File: src/rtl/leds_seq_ctrl_if.sv
// Control interface for leds_seq_ctrl.
//   start : 1-cycle pulse, (re)starts the sequence with mode
//   stop  : 1-cycle pulse, returns to IDLE (wins over start)
//   hold  : level, freezes prescaler and pattern while in RUN
//   mode  : pattern select, sampled on an accepted start
//   busy  : 1 while the sequencer is in RUN
// master = controller side (drives commands), slave = sequencer side.
interface leds_seq_ctrl_if;
  logic       start;
  logic       stop;
  logic       hold;
  logic [1:0] mode;
  logic       busy;

  modport master (output start, output stop, output hold, output mode, input busy);
  modport slave  (input start, input stop, input hold, input mode, output busy);
endinterface

File: src/rtl/leds_seq_ctrl.sv
// LED pattern sequencer for the 5 board LEDs.
// A prescaler of DIV cycles paces pattern steps; four patterns selected by mode:
//   0 steady 11111, 1 rotate, 2 bounce, 3 blink.
// Ports:
//   clk, rstn      : clock, async active-low reset
//   bus (slave)    : start/stop/hold/mode commands, busy status
//   LED0..LED4     : LED drive, LED0 = pattern bit 0
//   duty           : global brightness (only with LED_PWM_EN)
// Optional feature: define LED_PWM_EN to add PWM brightness control.
module leds_seq_ctrl #(
  parameter int unsigned DIV      = 12000000,
  parameter int unsigned PWM_BITS = 4
) (
  input  logic                clk,
  input  logic                rstn,
  leds_seq_ctrl_if.slave      bus,
`ifdef LED_PWM_EN
  input  logic [PWM_BITS-1:0] duty,
`endif
  output logic                LED0,
  output logic                LED1,
  output logic                LED2,
  output logic                LED3,
  output logic                LED4
);

  localparam int unsigned CW = (DIV > 2) ? $clog2(DIV) : 1;
  localparam int unsigned LW = 5;

  typedef enum logic {IDLE = 1'b0, RUN = 1'b1} state_t;

  state_t          state;
  logic [LW-1:0]   pattern;
  logic [CW-1:0]   presc;
  logic            dir_down;
  logic [1:0]      mode_q;
  logic            busy_q;

  logic [LW-1:0]   init_pat_c;
  logic [LW-1:0]   step_pat_c;
  logic            step_dir_c;
  logic            tick_c;

  // Prescaler terminal count; hold suppresses the tick
  assign tick_c = (presc == CW'(DIV - 1)) && !bus.hold;

  // Initial pattern loaded on an accepted start
  always_comb begin
    init_pat_c = 5'b11111;
    case (bus.mode)
      2'd1, 2'd2: init_pat_c = 5'b00001;
      default:    init_pat_c = 5'b11111;
    endcase
  end

  // Next pattern/direction for one step of the latched mode
  always_comb begin
    step_pat_c = pattern;
    step_dir_c = dir_down;
    case (mode_q)
      2'd1: step_pat_c = {pattern[3:0], pattern[4]};
      2'd2: begin
        if (!dir_down) begin
          step_pat_c = {pattern[3:0], 1'b0};
          if (step_pat_c == 5'b10000) step_dir_c = 1'b1;
        end else begin
          step_pat_c = {1'b0, pattern[4:1]};
          if (step_pat_c == 5'b00001) step_dir_c = 1'b0;
        end
      end
      2'd3:    step_pat_c = ~pattern;
      default: step_pat_c = pattern;
    endcase
  end

  // Sequencer state, prescaler and pattern
  always_ff @(posedge clk or negedge rstn) begin
    if (!rstn) begin
      state    <= IDLE;
      pattern  <= '0;
      presc    <= '0;
      dir_down <= 1'b0;
      mode_q   <= 2'd0;
      busy_q   <= 1'b0;
    end else if (bus.stop) begin
      state   <= IDLE;
      pattern <= '0;
      presc   <= '0;
      busy_q  <= 1'b0;
    end else if (bus.start) begin
      state    <= RUN;
      busy_q   <= 1'b1;
      mode_q   <= bus.mode;
      presc    <= '0;
      dir_down <= 1'b0;
      pattern  <= init_pat_c;
    end else if (state == RUN && !bus.hold) begin
      if (tick_c) begin
        presc    <= '0;
        pattern  <= step_pat_c;
        dir_down <= step_dir_c;
      end else begin
        presc <= presc + CW'(1);
      end
    end
  end

  assign bus.busy = busy_q;

`ifdef LED_PWM_EN
  logic [PWM_BITS-1:0] pc;
  logic                pwm_on_c;

  // Free-running PWM counter, runs in every state
  always_ff @(posedge clk or negedge rstn) begin
    if (!rstn) pc <= '0;
    else       pc <= pc + PWM_BITS'(1);
  end

  assign pwm_on_c = (pc < duty);
  assign {LED4, LED3, LED2, LED1, LED0} = pattern & {LW{pwm_on_c}};
`else
  assign {LED4, LED3, LED2, LED1, LED0} = pattern;
`endif

endmodule

File: src/flat_wrapper.sv
// flat-port wrapper written by rule: the top's interface ports become plain ports
module leds_seq_ctrl_flat 
#(
  parameter int unsigned DIV      = 12000000,
  parameter int unsigned PWM_BITS = 4
)
  (clk, rstn, LED0, LED1, LED2, LED3, LED4, bus_start, bus_stop, bus_hold, bus_mode, bus_busy);
  leds_seq_ctrl_if bus_i ();
  input  logic clk;
  input  logic rstn;
  output logic LED0;
  output logic LED1;
  output logic LED2;
  output logic LED3;
  output logic LED4;
  input wire logic [$bits(bus_i.start)-1:0] bus_start;
  input wire logic [$bits(bus_i.stop)-1:0] bus_stop;
  input wire logic [$bits(bus_i.hold)-1:0] bus_hold;
  input wire logic [$bits(bus_i.mode)-1:0] bus_mode;
  output wire logic [$bits(bus_i.busy)-1:0] bus_busy;
  assign bus_i.start = bus_start;
  assign bus_i.stop = bus_stop;
  assign bus_i.hold = bus_hold;
  assign bus_i.mode = bus_mode;
  assign bus_busy = bus_i.busy;
  leds_seq_ctrl #(.DIV(DIV), .PWM_BITS(PWM_BITS)) u_core (.clk(clk), .rstn(rstn), .bus(bus_i), .LED0(LED0), .LED1(LED1), .LED2(LED2), .LED3(LED3), .LED4(LED4));
endmodule
File: config.mk
export PLATFORM = sky130hd
export DESIGN_NAME = leds_seq_ctrl_flat
export DESIGN_NICKNAME = d
export VERILOG_FILES = /design/src/rtl/leds_seq_ctrl_if.sv /design/src/rtl/leds_seq_ctrl.sv /design/src/flat_wrapper.sv
export SDC_FILE = /design/constraint.sdc
export NUM_CORES = 1
export LEC_CHECK = 0
export BUFFER_PORTS_ARGS = -buffer_cell sky130_fd_sc_hd__buf_2
export CORE_MARGIN = 5
export CORE_UTILIZATION = 60
export CTS_CLUSTER_DIAMETER = 60
export DETAILED_ROUTE_END_ITERATION = 16
export HOLD_SLACK_MARGIN = 0.15
export PLACE_DENSITY_LB_ADDON = 0.05
export SLEW_MARGIN = 20
export SYNTH_ARGS = -nofsm -noshare
export SYNTH_HDL_FRONTEND = slang
export SYNTH_SLANG_ARGS = --single-unit
File: constraint.sdc
create_clock -name clk -period 2.7 [get_ports clk]
set_input_delay 0.405 -clock clk [delete_from_list [all_inputs] [get_ports clk]]
set_output_delay 0.405 -clock clk [all_outputs]
set_load 0.005 [all_outputs]
==> run_results.csv <==
group,metric,value,unit
run_status,status,"complete, no violations",
detailed_routing,wl_met2,2380,um
yosys,muxShareOfSynthArea,3.91,%
layout,multi_input_comb_area,0.00112,mm^2
cts,cts_sinks,33,
global_route,grt_max_degree,34,
yosys,synthTopCellsByArea,"dfrtp_1, a21oi_1, mux2_2, o21ai_0, or4_1",
yosys,synth_cell_types,50,
timing,fin_crit_sh,80.9,%
layout,syn2layout_area_growth,6.76,%
floorplanning,io-pin-count,13,
detailed_routing,first_pass_iters,4,
detailed_routing,drc,0,
cts,ctsHoldBuffers,1,
floorplanning,start_util,61.4,%
setup_path,path_cells,"ha_1 > and4b_1 > nand4_1 > o31ai_2 > mux2_2",
setup_path,crit_buf_inv,0,
setup_path,startpoint,"u_core.presc[0]$_DFFE_PN0P_",
detailed_routing,vias,1851,
pwr,power,0.927,mW
layout,nNetsFinal,239,
yosys,syn_inst,222,
global_route,gr-total-overflow,0,
setup_path,required,2.95,ns
layout,n_fill_cell,298,
timing,fin_crit,2.19,ns
cts,cts_tree,"yes",
placement,port_buffers,12,
floorplanning,die_h,68.0,um
timing,final.setup.worst_slack,0.515,ns
pwr,p_per_area,430,mW/mm^2
timing,tns,0,ns
yosys,synth-simple-area-share,27.0,%
detailed_routing,wl,4850,um
flow_run,max_cap_violations,0,
hold_path,hold_class,"in2reg",
yosys,ys_warn_count,0,
timing,max_freq,458,MHz
yosys,syn_avg_cell_area,9.09,um^2
yosys,synth_seq_area_share,40.9,%
timing,grt_setup_unrepaired,"no",
pwr,p_leak,0.850,nW
placement,gp_congestion,0.889,
yosys,yosys.area.top_type,"dfrtp_1",
detailed_routing,wl_per_cell,17.4,um
cts,insertion_delay,0.36,ns
setup_path,arrival,2.44,ns
yosys,synth_edf_count,0,
yosys,async_flop_share,100,%
cts,h-tree-depth,2,
yosys,synthAdderAreaFrac,0.620,%
cts,clockBufferDepth,2,
floorplanning,die_x,68.0,um
floorplanning,fp.coreArea,0.00328,mm^2
layout,drive_above_1_share,15.1,%
pwr,ir_drop,0.355,mV
yosys,synth_seq_cells,33,
detailed_routing,wl_met3,307,um
yosys,yosysTopAreaCellShare,40.9,%
cts,cts_made_buffers,5,
setup_path,critPathLaunchType,"flop",
detailed_routing,ant_nets,0,
cts,post_cts_resized,0,
detailed_routing,wl_met1,2040,um
cts,cts_setup_buffers,0,
timing,hold_viol,0,
timing,relSlewSlack,50.1,%
timing,worst-slew-pin-transition,0.730,ns
setup_path,slowest_delay,0.44,ns
yosys,yosys.area_share.xor_xnor,3.04,%
layout,antennaDiodeCount,0,
timing,finalClockSkew,0.00665,ns
yosys,synth_compound_area_share,20.9,%
timing,setup_violations,0,
global_route,grt.total_usage,23.6,%
setup_path,r2r_start,"u_core.presc[0]$_DFFE_PN0P_",
timing,drv_slew,0,
setup_path,critPathKind,"reg2reg",
global_route,antenna_found_initial,0,
setup_path,cpLargestDelayFamily,"simple AND/OR/NAND/NOR gates",
global_route,grt_pass1_vias,1778,
cts,root_buffer,"clkbuf_4",
yosys,synth_top_family_by_area,"simple AND/OR/NAND/NOR gates",
setup_path,cp_max_fo,6,
detailed_routing,vias_per_cell,6.66,
yosys,yosys_most_used_dff,"dfrtp_1",
hold_path,min_from,"bus_stop",
floorplanning,die_area,0.00462,mm^2
detailed_routing,drt_iter0_drc,237,
floorplanning,num_rows,21,
detailed_routing,highest_layer,"met4",
setup_path,crit_slowest_cell,"dfrtp_1",
placement,dp_hpwl,3370,um
yosys,syn_area,0.00202,mm^2
placement,place_ws,0.549,ns
layout,final_common_cell,"dfrtp_1",
cts,cts.clk_slew.worst_paths,0.11,ns
setup_path,critPathCaptureType,"flop",
global_route,grt_pass1_wl,8200,um
layout,layout_common_cells,"dfrtp_1, a21oi_1, nand2_1",
yosys,syn_nets,230,
layout,regArea,826,um^2
==> per-stage QoR <==
stage / hold WS [ns] / utilization (%) / cells / cell area [um^2]
final: 0.291 / 65.6 / 278 / 2150
after floorplan: 0.109 / - / 222 / 2020
after detailed placement: 0.508 / 63.7 / 269 / 2090
after global routing: 0.298 / 65.6 / 278 / 2150
after global placement: 0.488 / 63.7 / 269 / 2090
after CTS: 0.299 / 65.6 / 278 / 2150
==> cell usage after synthesis, types with 3 or more instances <==
cell and count:
xnor2_1 3, and3_1 6, nor4_1 3, and3b_1 3
mux2_2 7, o31ai_1 7, dfrtp_1 33, nand2_1 16
nor2_1 15, nand4_1 6, nor2b_1 5, nand3_1 7
or3_1 3, nor3_1 3, xor2_1 4, a31oi_1 3
clkbuf_1 6, a21oi_1 23, o21ai_0 15, or4_1 9
buf_2 4, clkbuf_2 3
==> flip-flops by register name, indices dropped and copies added (netlist names) <==
name             count
u_core.dir_down      1
u_core.mode_q        2
u_core.pattern       5
u_core.bus.busy      1
u_core.presc        24
==> layout make-up <==
class                           count  area share [%]
Clock buffer                        6            1.92
Clock inverter                      2           0.465
Inverter                            2           0.348
Multi-Input combinational cell    173            52.0
Sequential cell                    33            38.3
Tap cell                           46            2.67
Timing Repair Buffer               16            4.30
==> final timing paths <==
path,cells past startpoint,slack (ns),endpoint
max in group asynchronous,2,1.59,u_core.presc[18]$_DFFE_PN0P_
worst min register to register,1,0.56,u_core.presc[5]$_DFFE_PN0P_
worst max-delay path,5,0.51,u_core.pattern[2]$_DFFE_PN0P_
min in group asynchronous,2,0.64,u_core.presc[6]$_DFFE_PN0P_
worst max register to register,5,0.51,u_core.pattern[2]$_DFFE_PN0P_
worst min-delay path,2,0.29,u_core.bus.busy$_DFFE_PN0P_
==> per-layer routing <==
metal,up-vias,global-route usage (%)
met5,-,0
met4,0,13.2
met3,12,4.60
met2,80,39.0
met1,892,28.8
li1,867,-
==> logic make-up after synthesis <==
kind of cell | Yosys count
flops | 33
mux | 7
buf+inv | 16
simple gates | 91
compound gates | 67
xor+xnor | 7
fa+ha+maj | 1
==> where the power goes <==
part	switching [mW]	internal, mW	total, mW
sequential	0.0308	0.508	0.539
clock	0.183	0.0990	0.282
combinational	0.0582	0.0473	0.105
total	0.272	0.654	0.927
Note: power is estimated with default switching activity, not from simulation.
